**config.mk**
```make
export PLATFORM = sky130hd
export DESIGN_NAME = bcd_scan_mux
export DESIGN_NICKNAME = d
export VERILOG_FILES = /design/src/rtl/bcd_scan_mux.sv
export SDC_FILE = /design/constraint.sdc
export NUM_CORES = 1
export LEC_CHECK = 0
export ABC_CLOCK_PERIOD_IN_PS = 4600
export BUFFER_PORTS_ARGS = -buffer_cell sky130_fd_sc_hd__buf_2
export CAP_MARGIN = 25
export CORE_MARGIN = 4
export CORE_UTILIZATION = 45
export CTS_BUF_LIST = sky130_fd_sc_hd__clkbuf_2
export DETAILED_ROUTE_END_ITERATION = 10
export GPL_TIMING_DRIVEN = 1
export REMOVE_ABC_BUFFERS = 1
export SLEW_MARGIN = 5
export SYNTH_ARGS = -nofsm -noshare
export SYNTH_HDL_FRONTEND = slang
export SYNTH_SLANG_ARGS = --single-unit
```
**constraint.sdc**
```tcl
create_clock -name clk -period 4.6 [get_ports clk]
set_input_delay 0.92 -clock clk [delete_from_list [all_inputs] [get_ports clk]]
set_output_delay 0.92 -clock clk [all_outputs]
set_load 0.03 [all_outputs]
```
**src/rtl/bcd_scan_mux.sv**
```systemverilog
// bcd_scan_mux
// Time-multiplexing front end for a 4-digit common-anode 7-segment display.
// A 4-digit packed BCD value is shown one digit per slot on a 4-bit bus that
// drives a BCD-to-7-segment decoder, with matching active-low anode enables.
// New values arrive over a valid/ready port, wait in a one-entry pending
// buffer, and are copied to the displayed value only at a frame boundary so a
// frame is never drawn with a mix of old and new digits.
//
// Parameters
//   SCAN_DIV  clock cycles per digit slot (>= 2)
//   GUARD     cycles at the start of each slot with all anodes off (< SCAN_DIV)
//
// Ports
//   clk         clock, all state changes on the rising edge
//   rst_n       synchronous active-low reset
//   digits_in   packed BCD value, [3:0] = digit 0 (LSD), [15:12] = digit 3
//   load_valid  digits_in is valid this cycle
//   load_ready  pending buffer is empty, a load is accepted this cycle
//   blank_lz    1 = blank leading zero digits (digit 0 is always shown)
//   bcd         digit of the current slot (driven in guard/blanked cycles too)
//   an_n        active-low anode enables, bit k selects digit k
//   digit_idx   current slot index
module bcd_scan_mux #(
  parameter int SCAN_DIV = 50000,
  parameter int GUARD    = 2
) (
  input  logic        clk,
  input  logic        rst_n,
  input  logic [15:0] digits_in,
  input  logic        load_valid,
  output logic        load_ready,
  input  logic        blank_lz,
  output logic [3:0]  bcd,
  output logic [3:0]  an_n,
  output logic [1:0]  digit_idx
);

  localparam int CW = (SCAN_DIV > 2) ? $clog2(SCAN_DIV) : 1;

  logic [CW-1:0] cnt;
  logic [1:0]    idx;
  logic [15:0]   shadow;
  logic [15:0]   pend;
  logic          pend_full;

  logic slot_end;
  logic frame_end;
  logic accept;
  logic blanked;

  // Slot k (k >= 1) is a leading zero when digits k..3 of v are all zero.
  // Non-BCD nibbles are non-zero here, so they are never blanked.
  function automatic logic lz_blank(input logic [15:0] v, input logic [1:0] k);
    logic r;
    case (k)
      2'd1:    r = (v[15:4]  == 12'h000);
      2'd2:    r = (v[15:8]  == 8'h00);
      2'd3:    r = (v[15:12] == 4'h0);
      default: r = 1'b0;
    endcase
    return r;
  endfunction

  assign slot_end  = (cnt == CW'(SCAN_DIV - 1));
  assign frame_end = slot_end && (idx == 2'd3);
  assign accept    = load_valid && !pend_full;

  always_ff @(posedge clk) begin
    if (!rst_n) begin
      cnt       <= '0;
      idx       <= 2'd0;
      shadow    <= 16'h0000;
      pend      <= 16'h0000;
      pend_full <= 1'b0;
    end else begin
      if (slot_end) begin
        cnt <= '0;
        idx <= idx + 2'd1;
      end else begin
        cnt <= cnt + CW'(1);
      end

      // A full buffer cannot accept, so transfer and accept never collide;
      // a load taken in the boundary cycle waits in pend for the next frame.
      if (frame_end && pend_full) begin
        shadow    <= pend;
        pend_full <= 1'b0;
      end else if (accept) begin
        pend      <= digits_in;
        pend_full <= 1'b1;
      end
    end
  end

  // Outputs depend only on registered state, except blank_lz -> an_n.
  always_comb begin
    load_ready = !pend_full;
    digit_idx  = idx;
    bcd        = shadow[{idx, 2'b00} +: 4];
    blanked    = blank_lz && lz_blank(shadow, idx);
    if (((GUARD > 0) && (cnt < CW'(GUARD))) || blanked)
      an_n = 4'b1111;
    else
      an_n = ~(4'b0001 << idx);
  end

endmodule

```
### After elaboration in Yosys (flattened, before gate mapping)

Index checks and enable logic that the tools add are counted.

* shift operators: 2
* equality and inequality tests: 4
* bitwise operators: 3
* multiplexer cells: 2
* $add $sub $neg: 2
* reductions and logical operators: 12
* $lt $le $gt $ge: 1

Operator list (number)
* $add A16 B1 Y16 const B: 1
* $eq A16 B16 Y1 const B: 1
* $lt A16 B2 Y1 const B: 1
* $shiftx A16 B5 Y4: 1
* $logic_not A12 Y1: 1
* $logic_not A8 Y1: 1
* $eq A2 B2 Y1 const B: 2
* $logic_and A1 B1 Y1: 4
* $logic_not A4 Y1: 1
* $mux W4: 1
* $not A4 Y4: 1
* $reduce_or A2 Y1: 2
* $shl A1 B2 Y4 const A: 1
* $pmux W1 S3: 1
* $add A2 B1 Y2 const B: 1
* $eq A2 B1 Y1 const B: 1
* $not A1 Y1: 2
* $reduce_and A2 Y1: 1
* $logic_not A1 Y1: 1
* $logic_or A1 B1 Y1: 1

* bits of input ports: 20
* output and inout bits: 11
* word-level logic and storage cells: 31
* flip-flop bits (word level): 51

### Longest topological paths before layout

* depth in word-level cells: 5
* depth in mapped cells: 8
* depth with buffers taken out: 6

### Worst setup path before layout

OpenSTA, ideal clock, no wires.

* path type: register -> output
* from: register idx[0], in the netlist digit_idx[0]
* to: output port an_n[3]
* setup slack: 1.782 ns
* cell stages (with the launch flop): 6
* arrival: 1.898 ns
* cells stage by stage: dfxtp_1 clkbuf_1 inv_1 ha_1 nand2b_1 o211ai_1

* cells in the longest elaborated chain, start to end: 5
* elaborated cells between the ends (all ways): 9

Ends and longest elaborated chain
* from (decl): line 41 `logic [1:0] idx;`
* from (signal assigned): line 78 `idx <= idx + 2'd1;`
* $eq A2 B2 Y1 or $eq A2 B1 Y1 (tied branches): line 55 `case (k)`
* $pmux W1 S3: line 55
* $logic_and A1 B1 Y1: line 100 `blanked = blank_lz && lz_blank(shadow, idx);`
* $logic_or A1 B1 Y1: line 101 `if (((GUARD > 0) && (cnt < CW'(GUARD))) || blanked)`
* $mux W4 (*): line 101
* to (decl): line 34 `output logic [3:0] an_n,`

Every way passes the cells marked *; elsewhere a longest branch is shown, timed or not.

### Worst setup path in the final report

* from: register idx[0], in the netlist digit_idx[0]
* to: output port an_n[0]

Same word-level chain as after synthesis.

==> results.sh <==
export IMPL_status="finished, final reports clean"
export IMPL_post_route_period_util_pct=68.6
export IMPL_p_leak_nw=0.937
export IMPL_ys_seq_area_share_pct=44.1
export IMPL_grt_pass1_vias=1638
export IMPL_ctsHoldBuffers=0
export IMPL_crit_slowest_cell="dfxtp_1"
export IMPL_relSlewSlack_pct=33.8
export IMPL_root_buffer="clkbuf_2"
export IMPL_synth_top_family_by_area="simple AND/OR/NAND/NOR gates"
export IMPL_crit_chain="inv_1 -> ha_1 -> nand2b_1 -> nor3_1 -> a31oi_1 -> nand3_1 -> buf_2"
export IMPL_drive_above_1_share_pct=15.7
export IMPL_max_stage_delay_ns=0.69
export IMPL_p_int_uw=515
export IMPL_utilization_pct=52.1
export IMPL_cts_sinks=51
export IMPL_multiInputGateArea_mm2=0.00118
export IMPL_final_cell_mix="nand2_1, dfxtp_1, buf_2"
export IMPL_die_area_mm2=0.00636
export IMPL_netlist_area_mm2=0.00231
export IMPL_cts_max_level=2
export IMPL_maxCapViolCount=0
export IMPL_path_class="reg -> out"
export IMPL_synth_top_area_share_pct=44.1
export IMPL_dp_slack_ns=1.86
export IMPL_syn_mean_instance_area_um2=8.83
export IMPL_crit_fanout=9
export IMPL_insertion_delay_ns=0.40
export IMPL_ios=31
export IMPL_rsz0062_at_grt="no"
export IMPL_nets=312
export IMPL_drc=0
export IMPL_grt_usage_pct=14.8
export IMPL_cts_setup_buffers=0
export IMPL_layout_commonest_cell="nand2_1"
export IMPL_holdWs_ns=0.474
export IMPL_cts_tree="built"
export IMPL_port_buffers=30
export IMPL_cts_buffers=5
export IMPL_finalSetupViolCount=0
export IMPL_synth_seq_cells=51
export IMPL_yosys_area_share_simple_pct=24.6
export IMPL_fin_ws_ns=1.44
export IMPL_antenna_found_initial=0
export IMPL_die_height_um=79.7
export IMPL_fmax_mhz=317
export IMPL_wirelength_mm=4.45
export IMPL_final_area_mm2=0.00253
export IMPL_synth_cell_types=31
export IMPL_drv_slew=0
export IMPL_p_comb_share_pct=7.1
export IMPL_synthTopCellsByArea="dfxtp_1, nand2_1, mux2i_1, a21boi_0, mux4_2"
export IMPL_coreArea_mm2=0.00485
export IMPL_vias=1760
export IMPL_cp_arrival_ns=2.24
export IMPL_fillerInstances=490
export IMPL_dpl_hpwl_mm=3.31
export IMPL_yosysWarnings=0
export IMPL_clock_skew_ns=0.0178
export IMPL_required_ns=3.68
export IMPL_register_area_mm2=0.00102
export IMPL_hold_path_class="reg -> reg"
export IMPL_cts_clk_slew_worst_paths_ns=0.26
export IMPL_critPathLaunchType="flip-flop"
export IMPL_worst_slew_pin_slew_ns=0.990
export IMPL_grt_max_degree=32
export IMPL_drt_vias_per_instance=4.97
export IMPL_power_density_mw_per_mm2=273
export IMPL_synth_xor_area_share_pct=5.30
export IMPL_wl_per_cell_um=12.6
export IMPL_place_area_mm2=0.00248
export IMPL_gp_congestion=0.795
export IMPL_synth_mux_area_share_pct=11.2
export IMPL_die_x_um=79.7
export IMPL_drt_initial_drc_count=83
export IMPL_finalCriticalPeriod_ns=3.16
export IMPL_clkPwrFrac_pct=26.1
export IMPL_end_kind="primary output"
export IMPL_hold_viol_final=0
export IMPL_synth_compound_area_share_pct=6.76
export IMPL_firstDrtPassIters=5
export IMPL_p_switching_uw=175
export IMPL_ant_nets=0
export IMPL_num_rows=25
export IMPL_yosys_area_share_adder_pct=3.24
export IMPL_clockBufferDepth=2
export IMPL_grt_pass1_wl_mm=7.47
export IMPL_gr_total_overflow=0
export IMPL_cts_resized=0
export IMPL_areaGrowthSynthToFinish_pct=9.19
export IMPL_switching_share_pct=25.4
export IMPL_seqPwrFrac_pct=66.8
export IMPL_syn_inst=262
export IMPL_fin_setup_tns_ns=0
export IMPL_start_util_pct=47.7
export IMPL_diodes=0
export IMPL_peakVddDrop_v=0.000180
export IMPL_yosysTopAreaCell="dfxtp_1"
critical path: cells and delay by family, from the launching register on:
kind                     cells  cell delay, ns
AND/OR/NAND/NOR              3            0.49
flip-flops                   1            0.69
adder cells (fa/ha/maj)      1            0.23
buffers and inverters        2            0.36
AO/OA/AOI/OAI                1            0.09
synthesized netlist by cell type:
| master | number |
|---|---|
| or3_1 | 2 |
| nand4_1 | 6 |
| dfxtp_1 | 51 |
| nor2b_1 | 2 |
| and4_1 | 1 |
| mux2i_1 | 17 |
| o211ai_1 | 1 |
| nor3_1 | 5 |
| nand2_1 | 70 |
| nor3_4 | 1 |
| nand3_1 | 7 |
| mux4_2 | 4 |
| inv_1 | 7 |
| or4_1 | 4 |
| buf_2 | 2 |
| and3_1 | 1 |
| and2_1 | 2 |
| clkbuf_1 | 11 |
| nor4_1 | 6 |
| a21oi_1 | 1 |
| nor2_1 | 18 |
| a21o_1 | 1 |
| a21boi_0 | 16 |
| buf_12 | 1 |
| ha_1 | 6 |
| xor2_1 | 5 |
| buf_6 | 1 |
| o21ai_0 | 2 |
| xnor2_1 | 9 |
| a31oi_1 | 1 |
| nand2b_1 | 1 |
per-stage QoR:
| stage | power, mW | std cells |
|---|---|---|
| finish | 0.691 | 354 |
| global route | 0.726 | 354 |
| CTS | 0.701 | 354 |
| detailed placement | 0.520 | 346 |
| global placement | 0.518 | 345 |
| floorplan | 0.495 | 247 |
final timing paths:
path | startpoint | end | slack [ns] | cells after the start
setup / recovery | digit_idx[0]$_SDFFE_PN0N_ | an_n[0] | 1.44 | 7
hold / removal | shadow[3]$_SDFFE_PN0P_ | shadow[3]$_SDFFE_PN0P_ | 0.47 | 2
setup reg to reg | cnt[5]$_SDFF_PP0_ | shadow[1]$_SDFFE_PN0P_ | 1.84 | 4
hold reg to reg | shadow[3]$_SDFFE_PN0P_ | shadow[3]$_SDFFE_PN0P_ | 0.47 | 2
layer usage:
layer / vias up / wire length, um / track usage, %
li1: 921 / - / -
met1: 811 / 2170 / 20.3
met4: 0 / 28 / 3.61
met3: 2 / 146 / 3.84
met5: - / 0 / 0
met2: 26 / 2100 / 23.1
cell type report:
| type | count | share of cell area (%) |
|---|---|---|
| clock inverter | 2 | 0.644 |
| inverter | 7 | 1.04 |
| multi-input combinational | 189 | 46.9 |
| clock buffer | 6 | 1.19 |
| sequential | 51 | 40.4 |
| timing repair buffer | 32 | 6.53 |
| tap | 67 | 3.32 |
flip-flops by register name (all words and copies together), names as in the netlist:
signal and count:
cnt 16, pend 16, shadow 16, digit_idx 2, pend_full 1
cell families after synthesis:
kind of cell,Yosys count
AOI/OAI and AO/OA,22
xor gates and xnor gates,14
adders and majority gates,6
buffers and inverters,22
DFF,51
muxes,21
and+or+nand+nor,126
power by group through the flow:
stage | Sequential, mW | Clock, mW | Combinational (mW)
2_1_floorplan | 0.468 | 0 | 0.0273
5_1_grt | 0.463 | 0.207 | 0.0565
3_3_place_gp | 0.469 | 0 | 0.0491
4_1_cts | 0.461 | 0.189 | 0.0509
3_5_place_dp | 0.469 | 0 | 0.0508
6_report | 0.461 | 0.180 | 0.0493
No activity file was read; power rests on OpenSTA's default activity.
